==> src/rtl/cpu_mem_pkg.sv <==
// Shared MEM-stage definitions for the SRAM-interface CPU.
// Holds the load/store type encodings, the load FSM state encoding and the
// load alignment check used by the load unit.
package cpu_mem_pkg;

  // Data SRAM read latency; the load unit is built for exactly one cycle.
  localparam int unsigned SRAM_LAT = 1;

  // Load type encodings (ld_type).
  localparam logic [2:0] LD_LB  = 3'b001;
  localparam logic [2:0] LD_LBU = 3'b010;
  localparam logic [2:0] LD_LH  = 3'b011;
  localparam logic [2:0] LD_LHU = 3'b100;
  localparam logic [2:0] LD_LW  = 3'b111;

  // Store type encodings, kept here so both paths decode from one place.
  localparam logic [2:0] ST_SB = 3'b101;
  localparam logic [2:0] ST_SH = 3'b110;
  localparam logic [2:0] ST_SW = 3'b111;

  typedef enum logic [1:0] {
    StIdle = 2'd0,
    StWait = 2'd1,
    StResp = 2'd2
  } ld_state_e;

  // Halfword loads need addr[0]==0, word loads need addr[1:0]==0.
  function automatic logic ld_misaligned(input logic [2:0] ld_type, input logic [1:0] off);
    logic mis;
    mis = 1'b0;
    case (ld_type)
      LD_LH, LD_LHU: mis = off[0];
      LD_LW:         mis = |off;
      default:       mis = 1'b0;
    endcase
    return mis;
  endfunction

endpackage

==> src/rtl/load_data_extract.sv <==
// Combinational load data extraction.
// Selects the addressed byte/half/word out of a 32-bit SRAM read word and
// sign- or zero-extends it to 32 bits.
//   rdata_i   : raw word read from the data SRAM
//   ld_type_i : load type encoding (LD_*)
//   off_i     : byte offset within the word (addr[1:0])
//   data_o    : extended load result
module load_data_extract
  import cpu_mem_pkg::*;
(
  input  logic [31:0] rdata_i,
  input  logic [2:0]  ld_type_i,
  input  logic [1:0]  off_i,
  output logic [31:0] data_o
);

  logic [7:0]  byte_sel;
  logic [15:0] half_sel;

  always_comb begin
    byte_sel = rdata_i[7:0];
    case (off_i)
      2'd0:    byte_sel = rdata_i[7:0];
      2'd1:    byte_sel = rdata_i[15:8];
      2'd2:    byte_sel = rdata_i[23:16];
      default: byte_sel = rdata_i[31:24];
    endcase
  end

  assign half_sel = off_i[1] ? rdata_i[31:16] : rdata_i[15:0];

  always_comb begin
    data_o = rdata_i;
    case (ld_type_i)
      LD_LB:   data_o = {{24{byte_sel[7]}}, byte_sel};
      LD_LBU:  data_o = {24'd0, byte_sel};
      LD_LH:   data_o = {{16{half_sel[15]}}, half_sel};
      LD_LHU:  data_o = {16'd0, half_sel};
      default: data_o = rdata_i;
    endcase
  end

endmodule

==> src/rtl/mem_load_unit.sv <==
// MEM-stage load unit.
// Accepts a load request, issues a word-aligned SRAM read, captures the
// one-cycle-latency read data, extends it and hands the result (or an
// address-error exception) to WB over a valid/ready handshake.
//   clk, resetn           : clock, synchronous active-low reset
//   flush                 : kills any in-flight load
//   ld_valid/ld_ready     : load request handshake; ld_type/ld_addr/ld_dest
//   data_sram_*           : read-only data SRAM port
//   wb_valid/wb_ready     : result handshake; wb_data/wb_dest/wb_adel/wb_badvaddr
module mem_load_unit
  import cpu_mem_pkg::*;
(
  input  logic        clk,
  input  logic        resetn,
  input  logic        flush,
  input  logic        ld_valid,
  output logic        ld_ready,
  input  logic [2:0]  ld_type,
  input  logic [31:0] ld_addr,
  input  logic [4:0]  ld_dest,
  output logic        data_sram_en,
  output logic [3:0]  data_sram_wen,
  output logic [31:0] data_sram_addr,
  input  logic [31:0] data_sram_rdata,
  output logic        wb_valid,
  input  logic        wb_ready,
  output logic [31:0] wb_data,
  output logic [4:0]  wb_dest,
  output logic        wb_adel,
  output logic [31:0] wb_badvaddr
);

  ld_state_e   state_q;
  logic [31:0] result_q;
  logic [4:0]  dest_q;
  logic [31:0] badvaddr_q;
  logic [2:0]  type_q;
  logic [1:0]  off_q;
  logic        adel_q;

  logic        accept;
  logic        misaligned;
  logic [31:0] ext_data;

  // A new request can enter in IDLE, or in RESP when WB drains the result
  // in the same cycle.
  assign ld_ready = resetn && !flush &&
                    (state_q == StIdle || (state_q == StResp && wb_ready));
  assign accept     = ld_valid && ld_ready;
  assign misaligned = ld_misaligned(ld_type, ld_addr[1:0]);

  assign data_sram_en   = accept && !misaligned;
  assign data_sram_wen  = 4'b0000;
  assign data_sram_addr = {ld_addr[31:2], 2'b00};

  assign wb_valid    = (state_q == StResp) && !flush;
  assign wb_data     = result_q;
  assign wb_dest     = dest_q;
  assign wb_adel     = adel_q;
  assign wb_badvaddr = badvaddr_q;

  load_data_extract u_extract (
    .rdata_i   (data_sram_rdata),
    .ld_type_i (type_q),
    .off_i     (off_q),
    .data_o    (ext_data)
  );

  always_ff @(posedge clk) begin
    if (!resetn) begin
      state_q    <= StIdle;
      result_q   <= 32'd0;
      dest_q     <= 5'd0;
      badvaddr_q <= 32'd0;
      type_q     <= 3'd0;
      off_q      <= 2'd0;
      adel_q     <= 1'b0;
    end else if (flush) begin
      // Any pending SRAM response or undelivered result is dropped.
      state_q <= StIdle;
    end else if (accept) begin
      dest_q     <= ld_dest;
      badvaddr_q <= ld_addr;
      if (misaligned) begin
        adel_q   <= 1'b1;
        result_q <= 32'd0;
        state_q  <= StResp;
      end else begin
        type_q  <= ld_type;
        off_q   <= ld_addr[1:0];
        state_q <= StWait;
      end
    end else begin
      case (state_q)
        StWait: begin
          result_q <= ext_data;
          adel_q   <= 1'b0;
          state_q  <= StResp;
        end
        StResp: begin
          if (wb_ready) begin
            state_q <= StIdle;
          end
        end
        default: state_q <= StIdle;
      endcase
    end
  end

endmodule

==> config.mk <==
export PLATFORM = sky130hd
export DESIGN_NAME = mem_load_unit
export DESIGN_NICKNAME = d
export VERILOG_FILES = /design/src/rtl/cpu_mem_pkg.sv /design/src/rtl/load_data_extract.sv /design/src/rtl/mem_load_unit.sv
export SDC_FILE = /design/constraint.sdc
export NUM_CORES = 1
export LEC_CHECK = 0
export CAP_MARGIN = 40
export CORE_AREA = 2 2 112 114
export DETAILED_ROUTE_END_ITERATION = 12
export DIE_AREA = 0 0 114 116
export GPL_TIMING_DRIVEN = 0
export PLACE_DENSITY = 0.74
export SYNTH_ARGS = -nofsm -noshare
export SYNTH_HDL_FRONTEND = slang
export SYNTH_HIERARCHICAL = 1
export SYNTH_SLANG_ARGS = --single-unit
==> constraint.sdc <==
create_clock -name clk -period 5.2 [get_ports clk]
set_clock_uncertainty 0.1 [all_clocks]
set_input_delay 1.04 -clock clk [delete_from_list [all_inputs] [get_ports clk]]
set_output_delay 1.04 -clock clk [all_outputs]
set_load 0.02 [all_outputs]
### After elaboration in Yosys (flattened, before gate mapping)

Index checks and enable logic that the tools add are counted.

| word-level totals | value |
|---|---|
| flip-flop bits (word level) | 77 |
| input bits | 77 |
| output and inout bits | 109 |

| operators by class | value |
|---|---|
| equal/unequal tests | 13 |
| mux-type cells | 14 |
| bitwise operators | 3 |
| reductions and logical operators | 18 |

Operators by type and width:

| cell | count |
|---|---|
| $pmux 32 s4 | 1 |
| $mux 32 | 3 |
| $pmux 8 s3 | 1 |
| $mux 16 | 1 |
| $eq 3x2->1 const B | 3 |
| $eq 3x3->1 const B | 3 |
| $logic_and 1x1->1 | 6 |
| $mux 2 | 3 |
| $reduce_and 3->1 | 2 |
| $reduce_or 2->1 | 3 |
| $eq 2x1->1 const B | 2 |
| $eq 2x2->1 const B | 2 |
| $logic_not 2->1 | 2 |
| $pmux 2 s2 | 1 |
| $eq 3x1->1 const B | 1 |
| $mux 1 | 3 |
| $ne 3x3->1 const B | 1 |
| $not 1->1 | 3 |
| $logic_not 1->1 | 2 |
| $ne 2x1->1 const B | 1 |
| $pmux 1 s2 | 1 |
| $reduce_and 2->1 | 1 |
| $reduce_bool 2->1 | 1 |
| $logic_or 1x1->1 | 1 |

### Logic depth before layout (Yosys ltp)

Gate-level depths: netlist of the first run.

| logic depth | value |
|---|---|
| word-level depth | 7 |
| mapped depth | 10 |
| mapped depth without buffers | 7 |

### Cells and area by module

Netlist of the first run, hierarchy kept.

Modules (own cells, without submodules):

| module | instances | cells an instance | area each (µm²) | seq. area each (µm²) |
|---|---|---|---|---|
| mem_load_unit | 1 | 425 | 3449.6 | 1541.5 |
| load_data_extract | 1 | 182 | 1276.2 | 0.0 |

### Worst setup path before layout of the first run

Ideal clock, no wire load.

| path | value |
|---|---|
| path type | input to output |
| from | input port flush |
| to | output port ld_ready |
| arrival | 1833 ps |
| path slack | 2227 ps |
| cell stages on the path | 3 |
| cells stage by stage | buf_2 -> nand2b_1 -> nor3_1 |

| between the ends | value |
|---|---|
| cells in the longest elaborated chain, start to end | 3 |

Ends and longest elaborated chain:

| element | line | RTL |
|---|---|---|
| start: declaration | mem_load_unit.sv:15 | `input logic flush,` |
| $logic_not 1->1 | mem_load_unit.sv:47 | `assign ld_ready = resetn && !flush &&` |
| $logic_and 1x1->1 (2 in a row) | mem_load_unit.sv:47 |  |
| end: declaration | mem_load_unit.sv:17 | `output logic ld_ready,` |

Every way passes these cells.

### Final worst setup path of the first run

| path | value |
|---|---|
| from | input port resetn |
| to | output port data_sram_en |

| between the ends | value |
|---|---|
| cells in the longest elaborated chain, start to end | 4 |

Ends and longest elaborated chain:

| element | line | RTL |
|---|---|---|
| start: declaration | mem_load_unit.sv:14 | `input logic resetn,` |
| $logic_and 1x1->1 (2 in a row) | mem_load_unit.sv:47 |  |
| $logic_and 1x1->1 | mem_load_unit.sv:49 | `assign accept = ld_valid && ld_ready;` |
| $logic_and 1x1->1 | mem_load_unit.sv:52 | `assign data_sram_en = accept && !misaligned;` |
| end: declaration | mem_load_unit.sv:21 | `output logic data_sram_en,` |

Every way passes these cells.

==> results.toml, run 1 <==
[clock_tree]
cts_buffer_depth = 2
ctsHoldBuffers = 0
root_buffer = "clkbuf_16"
htreeDepth = 3
clock_sink_count = 77
cts_resized = 0
clkTransAtPathRegs_ps = 50
cts_made_buffers = 9
post_cts_buffers = 0
cts_tree = "yes"
clk_latency_ps = 340

[synth]
synth.yosys.seq_area_share_pct = 32.6
synth-seq-cells = 77
async_flop_share_pct = 0
synthDominantCellAreaShare_pct = 32.6
synth_cell_types = 56
syn_avg_cell_area_um2 = 7.79
ys.flop_type = "dfxtp_1"
synth-edff-count = 0
yosys_warnings = 6
syn_area_um2 = 4730
ys_top_cells_by_area = "dfxtp_1 (33%), nand2_1 (13%), a22o_1 (7.0%), buf_4 (6.8%), o21ai_0 (4.9%)"
synthCells = 607
yosys.area.top_type = "dfxtp_1"

[floorplan]
dieWidth_um = 114
core_um2 = 11900
num_rows = 40
ios = 186
initial_utilization_pct = 39.7
die_area_um2 = 13200
die_y_um = 116

[global_route]
grt_usage_pct = 24.2
grt_max_degree = 14
grt_pass1_vias = 4989
overflow = 0
grt_pass1_wl_mm = 25.0
antenna_found_initial = 0

[finish]
final_common_cell = "clkdlybuf4s50_1"
num_antenna_cells = 0
final_cell_mix = "clkdlybuf4s50_1 (179), nand2_1 (159), dfxtp_1 (77)"
stdcell_count = 953
area_growth_pct = 48.3
final_util_pct = 58.8
design_area_um2 = 7010
n_fill_cell = 1109
drive_gt1_share_pct = 11.2
final_nets = 879

[critical_path]
crit_family = "buffers and inverters"
r2r_setup_slack_ps = 2940
timing.rr.end = "wb_data[13]$_SDFFE_PN0P_"
cp_common_cell = "clkdlybuf4s50_1"
cp_slowest_stage_delay_ps = 670
arrival_ps = 3140
cp_slowest_cell = "clkdlybuf4s50_1"
r2r-start = "off_q[0]$_SDFFE_PN0P_"
start_kind = "input pin"
r2r_cells = 8
crit_type = "input pin to output port"
crit_path_max_fanout = 10
crit_path_cell_trace = "clkdlybuf4s50_1, nor2b_1, nand4_1, buf_2, nor2_2, clkdlybuf4s50_1"
required_ps = 4060
path_buf_inv = 3
worst_setup_path_end_kind = "output port"

[routing]
dr.pass1.iters = 5
vias_per_cell = 5.35
num_vias = 5100
wire_per_inst_um = 16.6
drc_errors = 0
routed_wl_mm = 15.8
ant_nets = 0
drtIter0Drc = 272

[power]
p_leak_nw = 2.60
power.internal_mw = 1.19
ir_drop_uv = 124
clkPwrFrac_pct = 37.3
power.density_nw_per_um2 = 239
comb_power_share_pct = 25.3
power.switching_mw = 0.486
p_seq_share_pct = 37.4
p_sw_share_pct = 29.0

[hold_path]
hp-class = "flop to flop"
hold_depth = 2
min_to = "wb_badvaddr[11]$_SDFFE_PN0P_"
hp-start = "wb_badvaddr[11]$_SDFFE_PN0P_"

[placement]
hpwl_mm = 12.3
port_buffers = 179
placed_area_um2 = 6720
place_inst = 938
routabilityCongestion = 0.928

[sta]
drv_slew = 0
tightest_slew_ps = 674
fin_tns_setup_ps = 0
fmax_mhz = 234
relSlewSlack_pct = 55.0
final_hold_viol_count = 0
setup_viol = 0
period_minus_slack_ps = 4280
rsz0062_at_grt = "false"
post-route-period-util_pct = 82.3

[job]
drv_cap = 0

[status]
status = "complete, no violations"
==> worst max path at each step <==
stage | to | slack (ps) | cells after the start | startpoint
3_3_place_gp | data_sram_en | 990 | 6 | resetn
5_1_grt | data_sram_en | 680 | 6 | resetn
6_report | data_sram_en | 920 | 6 | resetn
4_1_cts | data_sram_en | 910 | 6 | resetn
2_1_floorplan | ld_ready | 2230 | 3 | flush
3_5_place_dp | data_sram_en | 920 | 6 | resetn
==> metal layers <==
layer / global-route usage (%) / wire (um) / share of wire, % / up-vias
met5: 0 / 0 / 0 / -
met4: 10.2 / 450 / 2.8 / 0
met3: 7.58 / 1560 / 9.8 / 26
met2: 40.8 / 7430 / 47 / 234
met1: 28.5 / 6370 / 40 / 2358
li1: - / - / - / 2482
==> layout make-up <==
type	count	area (um2)	share of cell area, %
repair buffers	179	1790	25.6
inverters	10	37.5	0.536
well taps	147	184	2.62
plain buffers	89	571	8.14
flip-flops and latches	77	1540	22.0
clock buffers	9	225	3.21
clock inverters	6	63.8	0.910
multi-input cells	436	2590	37.0
==> sequential cells by signal, indices dropped and copies added (netlist names) <==
| signal | count |
|---|---|
| state_q | 2 |
| off_q | 2 |
| wb_adel | 1 |
| wb_data | 32 |
| wb_badvaddr | 32 |
| type_q | 3 |
| wb_dest | 5 |
==> worst register-to-register path, cell delays in order (launching register included) <==
cell and delay (ps):
dfxtp_1 340, buf_6 160, mux4_2 520, buf_6 160, o21bai_4 240, o221ai_1 250
nand2_1 110, o21ai_0 80, a22o_1 190
==> cells in the mapped netlist (all sizes together) (3+ instances only) <==
master,instances
mux2i,3
dfxtp,77
nand2b,6
a21boi,38
inv,10
o21ai,71
nand3,7
buf,63
mux4,7
a22o,38
nand2,159
nor2,4
a21o,6
nor2b,14
a22oi,16
a21oi,19
clkbuf,26
o221ai,8
==> stage by stage <==
| step | setup WS [ps] | hold WS [ps] | total power, mW |
|---|---|---|---|
| finish | 922 | 350 | 1.68 |
| detailed placement | 917 | 347 | 1.06 |
| global placement | 992 | 341 | 1.05 |
| global route | 681 | 371 | 1.75 |
| CTS | 910 | 354 | 1.68 |
| floorplan | 2230 | 335 | 0.872 |
==> power by group through the flow <==
stage,Sequential [mW],Combinational (mW),Clock [mW]
floorplan,0.661,0.211,0
global placement,0.639,0.414,0
detailed placement,0.641,0.419,0
CTS,0.628,0.422,0.634
global route,0.631,0.455,0.666
finish,0.628,0.424,0.625
==> cell families (layout without fill, tap and decap cells) <==
| kind of cell | after synthesis | after routing | share of synthesized area [%] |
|---|---|---|---|
| AO/OA/AOI/OAI | 211 | 211 | 30.6 |
| AND/OR/NAND/NOR | 209 | 209 | 19.8 |
| buffers and inverters | 99 | 293 | 12.9 |
| flip-flops | 77 | 77 | 32.6 |
| multiplexers | 10 | 10 | 4.05 |
| other | 1 | 6 | 0.0794 |
No activity file was read; power rests on OpenSTA's default activity.
==> run 2, diff against run 1 <==
Clock period 5.2 ns to 4.2 ns, I/O delays scaled along.
==> results of run 2 <==
Same layout as run 1 (identical final DEF). Status: complete, no violations.
Among the figures that moved: setup slack after placement 917 ps -> 317 ps; setup slack after layout 922 ps -> 322 ps; register-to-register setup slack 2940 ps -> 1940 ps; total power 1.68 mW -> 2.08 mW; worst IR drop on VDD 124 uV -> 153 uV
==> run 3, diff against run 2 <==
Settings changed: GPL_ROUTABILITY_DRIVEN set to 0.
==> run 3 against run 2 <==
Sequential power about the same. Via count down 0.75%. Final cell count rose by 0.10%. Global-route usage shrank 0.51 points. Cell area is 0.20% lower. First-iteration DRC count rose by 6.6%. Utilization fell by 0.12 points. Register-to-register slack gained 40 ps. Combinational power is 0.8% lower. Critical path type unchanged.
==> results.toml, run 3 (same netlist as run 1, synthesis figures left out) <==
[sta]
period_minus_slack_ps = 3810
whs_ps = 354
tightest_slew_ps = 665
relSlewSlack_pct = 55.7
rsz0062_at_grt = "false"
fmax_mhz = 262
post-route-period-util_pct = 90.8
setup_viol = 0
final_hold_viol_count = 0
fin_tns_setup_ps = 0
drv_slew = 0

[floorplan]
initial_utilization_pct = 39.7
ios = 186
num_rows = 40
die_area_um2 = 13200
die_y_um = 116
dieWidth_um = 114
core_um2 = 11900

[global_route]
grt_usage_pct = 23.6
met2_usage_pct = 39.6
grt_pass1_wl_mm = 24.7
met1_usage_pct = 27.9
met3_usage_pct = 7.53
grt.busiest_layer = "met2"
overflow = 0
grt_pass1_vias = 4992
grt_max_degree = 15
antenna_found_initial = 0

[clock_tree]
root_buffer = "clkbuf_16"
ctsHoldBuffers = 0
post_cts_buffers = 0
clk_latency_ps = 340
clkTransAtPathRegs_ps = 60
htreeDepth = 3
cts_buffer_depth = 2
cts_tree = "yes"
clock_sink_count = 77
cts_made_buffers = 9
cts_resized = 0

[routing]
num_vias = 5062
wire_per_inst_um = 16.2
drtIter0Drc = 290
routed_wl_mm = 15.4
ant_nets = 0
dr.pass1.iters = 4
vias_per_cell = 5.31
drc_errors = 0

[critical_path]
crit_type = "input pin to output port"
crit_path_max_fanout = 10
arrival_ps = 2870
cp_slowest_stage_delay_ps = 670
cp_slowest_cell = "clkdlybuf4s50_1"
crit_path_cell_trace = "clkdlybuf4s50_1, nor2b_1, nand4_1, buf_2, nor2_2, clkdlybuf4s50_1"
required_ps = 3260
cp_common_cell = "clkdlybuf4s50_1"
start_kind = "input pin"
worst_setup_path_end_kind = "output port"

[finish]
area_growth_pct = 48.0
num_antenna_cells = 0
final_cell_mix = "clkdlybuf4s50_1 (179), nand2_1 (159), dfxtp_1 (77)"
final_common_cell = "clkdlybuf4s50_1"
stdcell_count = 954
final_nets = 879
drive_gt1_share_pct = 11.2

[power]
p_total_mw = 2.03
p_leak_nw = 2.59
power.density_nw_per_um2 = 290
ir_drop_uv = 187

[placement]
port_buffers = 179
place_inst = 938
hpwl_mm = 12.0

[status]
status = "complete, no violations"

[hold_path]
hp-class = "flop to flop"

[job]
drv_cap = 0
[run 3: per-layer routing]
metal,wire length [um],part of all wire [%]
met3,1670,11
met4,526,3.4
met1,6260,41
met2,6980,45
met5,0,0
[run 3: final cells by class]
| class | count | area, um2 |
|---|---|---|
| Clock inverter | 6 | 46.3 |
| Fill cell | 1088 | 4920 |
| Buffer | 89 | 571 |
| Tap cell | 147 | 184 |
| Timing Repair Buffer | 179 | 1790 |
| Multi-Input combinational cell | 436 | 2590 |
| Sequential cell | 77 | 1540 |
| Clock buffer | 10 | 229 |
| Inverter | 10 | 37.5 |
[run 3: critical path: cells and delay by family]
family	cells	cell delay, ps
buffers and inverters	3	1460
AND/OR/NAND/NOR	3	570
[run 3: worst paths after layout]
| path | slack (ps) | end | cells past startpoint | start |
|---|---|---|---|---|
| max | 390 | data_sram_en | 6 | resetn |
| max reg2reg | 1980 | wb_data[13]$_SDFFE_PN0P_ | 8 | off_q[0]$_SDFFE_PN0P_ |
| min reg2reg | 350 | wb_badvaddr[17]$_SDFFE_PN0P_ | 2 | wb_badvaddr[17]$_SDFFE_PN0P_ |
| min | 350 | wb_badvaddr[17]$_SDFFE_PN0P_ | 2 | wb_badvaddr[17]$_SDFFE_PN0P_ |
[run 3: where the power goes]
part           internal [mW]  total (mW)  switching [mW]
combinational          0.260       0.521           0.261
clock                  0.404       0.733           0.328
sequential             0.757       0.777          0.0194
[run 3: per-stage QoR]
step                utilization [%]  instance area [um2]  worst slack (ps)
floorplan                         -                 4740              1630
global placement               56.4                 6720               387
detailed placement             56.4                 6720               387
CTS                            58.7                 7000               377
global route                   58.7                 7000               194
finish                         58.7                 7000               385
==> variant: new RTL, flow settings as in run 2 <==
The 3 states of `ld_state_e` get a one-hot encoding in 3 bits.
--- a/src/rtl/cpu_mem_pkg.sv
+++ b/src/rtl/cpu_mem_pkg.sv
@@ -19,8 +19,8 @@
   localparam logic [2:0] ST_SW = 3'b111;
 
-  typedef enum logic [1:0] {
-    StIdle = 2'd0,
-    StWait = 2'd1,
-    StResp = 2'd2
+  typedef enum logic [2:0] {
+    StIdle = 3'b001,
+    StWait = 3'b010,
+    StResp = 3'b100
   } ld_state_e;
 
Check against the original RTL: same outputs for any inputs over 4 cycles, from zero or initial values and one cycle with resetn low; so few cycles prove little.
==> variant against run 2 <==
  * Worst setup slack gained 0.14 ns
  * Critical path type unchanged
  * Largest power group is now clock
  * Sequential cell count grew 1
  * Final cell count shrank 3.6%
  * Area after synthesis grew 8.0%
  * Count of clock-buffer cells in the layout is the same
  * Largest cell class unchanged
  * Highest routed layer unchanged
  * Cell area grew 5.6%
  * Power grew 0.88%
  * Routed wire length shrank 2.4%
==> variant: results (changes against run 2) <==
| Metric | Value |
|---|---|
| Placed Area | 7090 µm² (+5.5%) |
| GRT met3 Usage | 7.64% (+0.052 points) |
| Met1 global-route usage | 27.8% (-0.70 points) |
| Non-clk buf share | 33.2% (-0.49 points) |
| Gp weighted congestion | 0.948 (+2.1%) |
| Worst setup endpoint | data_sram_en |
| Status | finished clean |
| Placed insts | 904 (-3.6%) |
| Ant. Diodes | 0 (unchanged) |
| Max-slew headroom | 49.4% (-5.6 points) |
| Clk tree area frac | 4.21% (+0.087 points) |
| Worst hold path startpoint | wb_badvaddr[7]$_SDFFE_PN0P_ |
| Filler cell count | 1010 (-8.9%) |
| Hold endpoint | wb_badvaddr[7]$_SDFFE_PN0P_ |
| Share of layout cells above drive strength 1 | 27.1% (+16 points) |
| Global-route wire length before repair | 24400 µm (-2.2%) |
| Vias | 4932 (-3.3%) |
| Final net count | 845 (-3.9%) |
| Comb_multi_in | 376 (-14%) |
| DR vias/cell | 5.37 (+0.28%) |
| Worst vdd rail ir drop | 0.000150 V (-1.9%) |
| Fraction of area in multi-input gates | 36.8% (-0.21 points) |
| Sw Ratio | 27.6% (-1.3 points) |
| Storage cell area | 1560 µm² (+1.3%) |
| Detailed Route WL | 15400 µm (-2.4%) |
| FF-to-FF End | wb_data[9]$_SDFFE_PN0P_ |
| Origin of the worst setup path | flush |
| Synth Flop Type | dfxtp_1 |
| Seq/Total Area, Yosys | 30.6% (-2.0 points) |
| Iter 0 DRT Violations | 252 (-7.4%) |
| Worst Reg-to-Reg Cells | 7 (-1) |
| Metal1 wirelength | 6260 µm (-1.7%) |
| Met2 usage in global routing | 39.1% (-1.6 points) |
| Post-CTS resize count | 0 (unchanged) |
| Synth cell count leaders | 78 x dfxtp_1, 73 x nand2_1, 42 x inv_1, 38 x buf_4 |
| Synth Area in Compound Gates | 33.4% (+2.8 points) |
| FFs w/ async S/R, synth | 0% (unchanged) |
| Met2 wire length | 7280 µm (-1.9%) |
| Unique masters post-synth | 69 (+23%) |
| GR Util All Layers | 23.3% (-0.85 points) |
| CP peak stage delay | 0.62 ns (-0.05 ns) |
| PortBufs | 178 (-0.56%) |
| Buffers excl. clock | 260 (-3.0%) |
| Leak | 2.65 nW (+2.1%) |
| CP Data Arrival Time | 2.79 ns (-0.15 ns) |
| Syn avg cell area | 8.89 µm² (+14%) |
| Flop-to-flop setup slack | 2.04 ns (+0.10 ns) |
| Met3 wire length | 1480 µm (-4.8%) |
| Detailed placement HPWL | 11900 µm (-3.6%) |
| Invs w/o clock | 43 (+33) |
variant: changes by cell type after synthesis, moves of 21 or more:
cell,change
a22o_1,-32
o21ai_0,-21
o21ai_2,+35
nand2_1,-86
inv_1,+33
a21boi_1,-21
a22oi_2,+30
variant: power by group through the flow:
stage	Clock (mW)	Combinational (mW)	Sequential, mW
4_1_cts	0.852	0.491	0.771
2_1_floorplan	0	0.266	0.802
6_report	0.830	0.493	0.771
3_5_place_dp	0	0.487	0.788
3_3_place_gp	0	0.480	0.787
5_1_grt	0.880	0.527	0.773
variant: worst min-delay path: cells and delay by family (launching register included):
family             cells  cell delay [ns]
DFF                    1             0.30
and+or+nand+nor        1             0.05
AOI/OAI and AO/OA      1             0.05
variant: stage by stage:
step | power (mW) | setup slack [ns] | hold slack, ns
floorplan | 1.07 | 1.02 | 0.339
global placement | 1.27 | 0.491 | 0.341
detailed placement | 1.27 | 0.475 | 0.352
CTS | 2.11 | 0.474 | 0.357
global route | 2.18 | 0.364 | 0.372
finish | 2.09 | 0.467 | 0.355
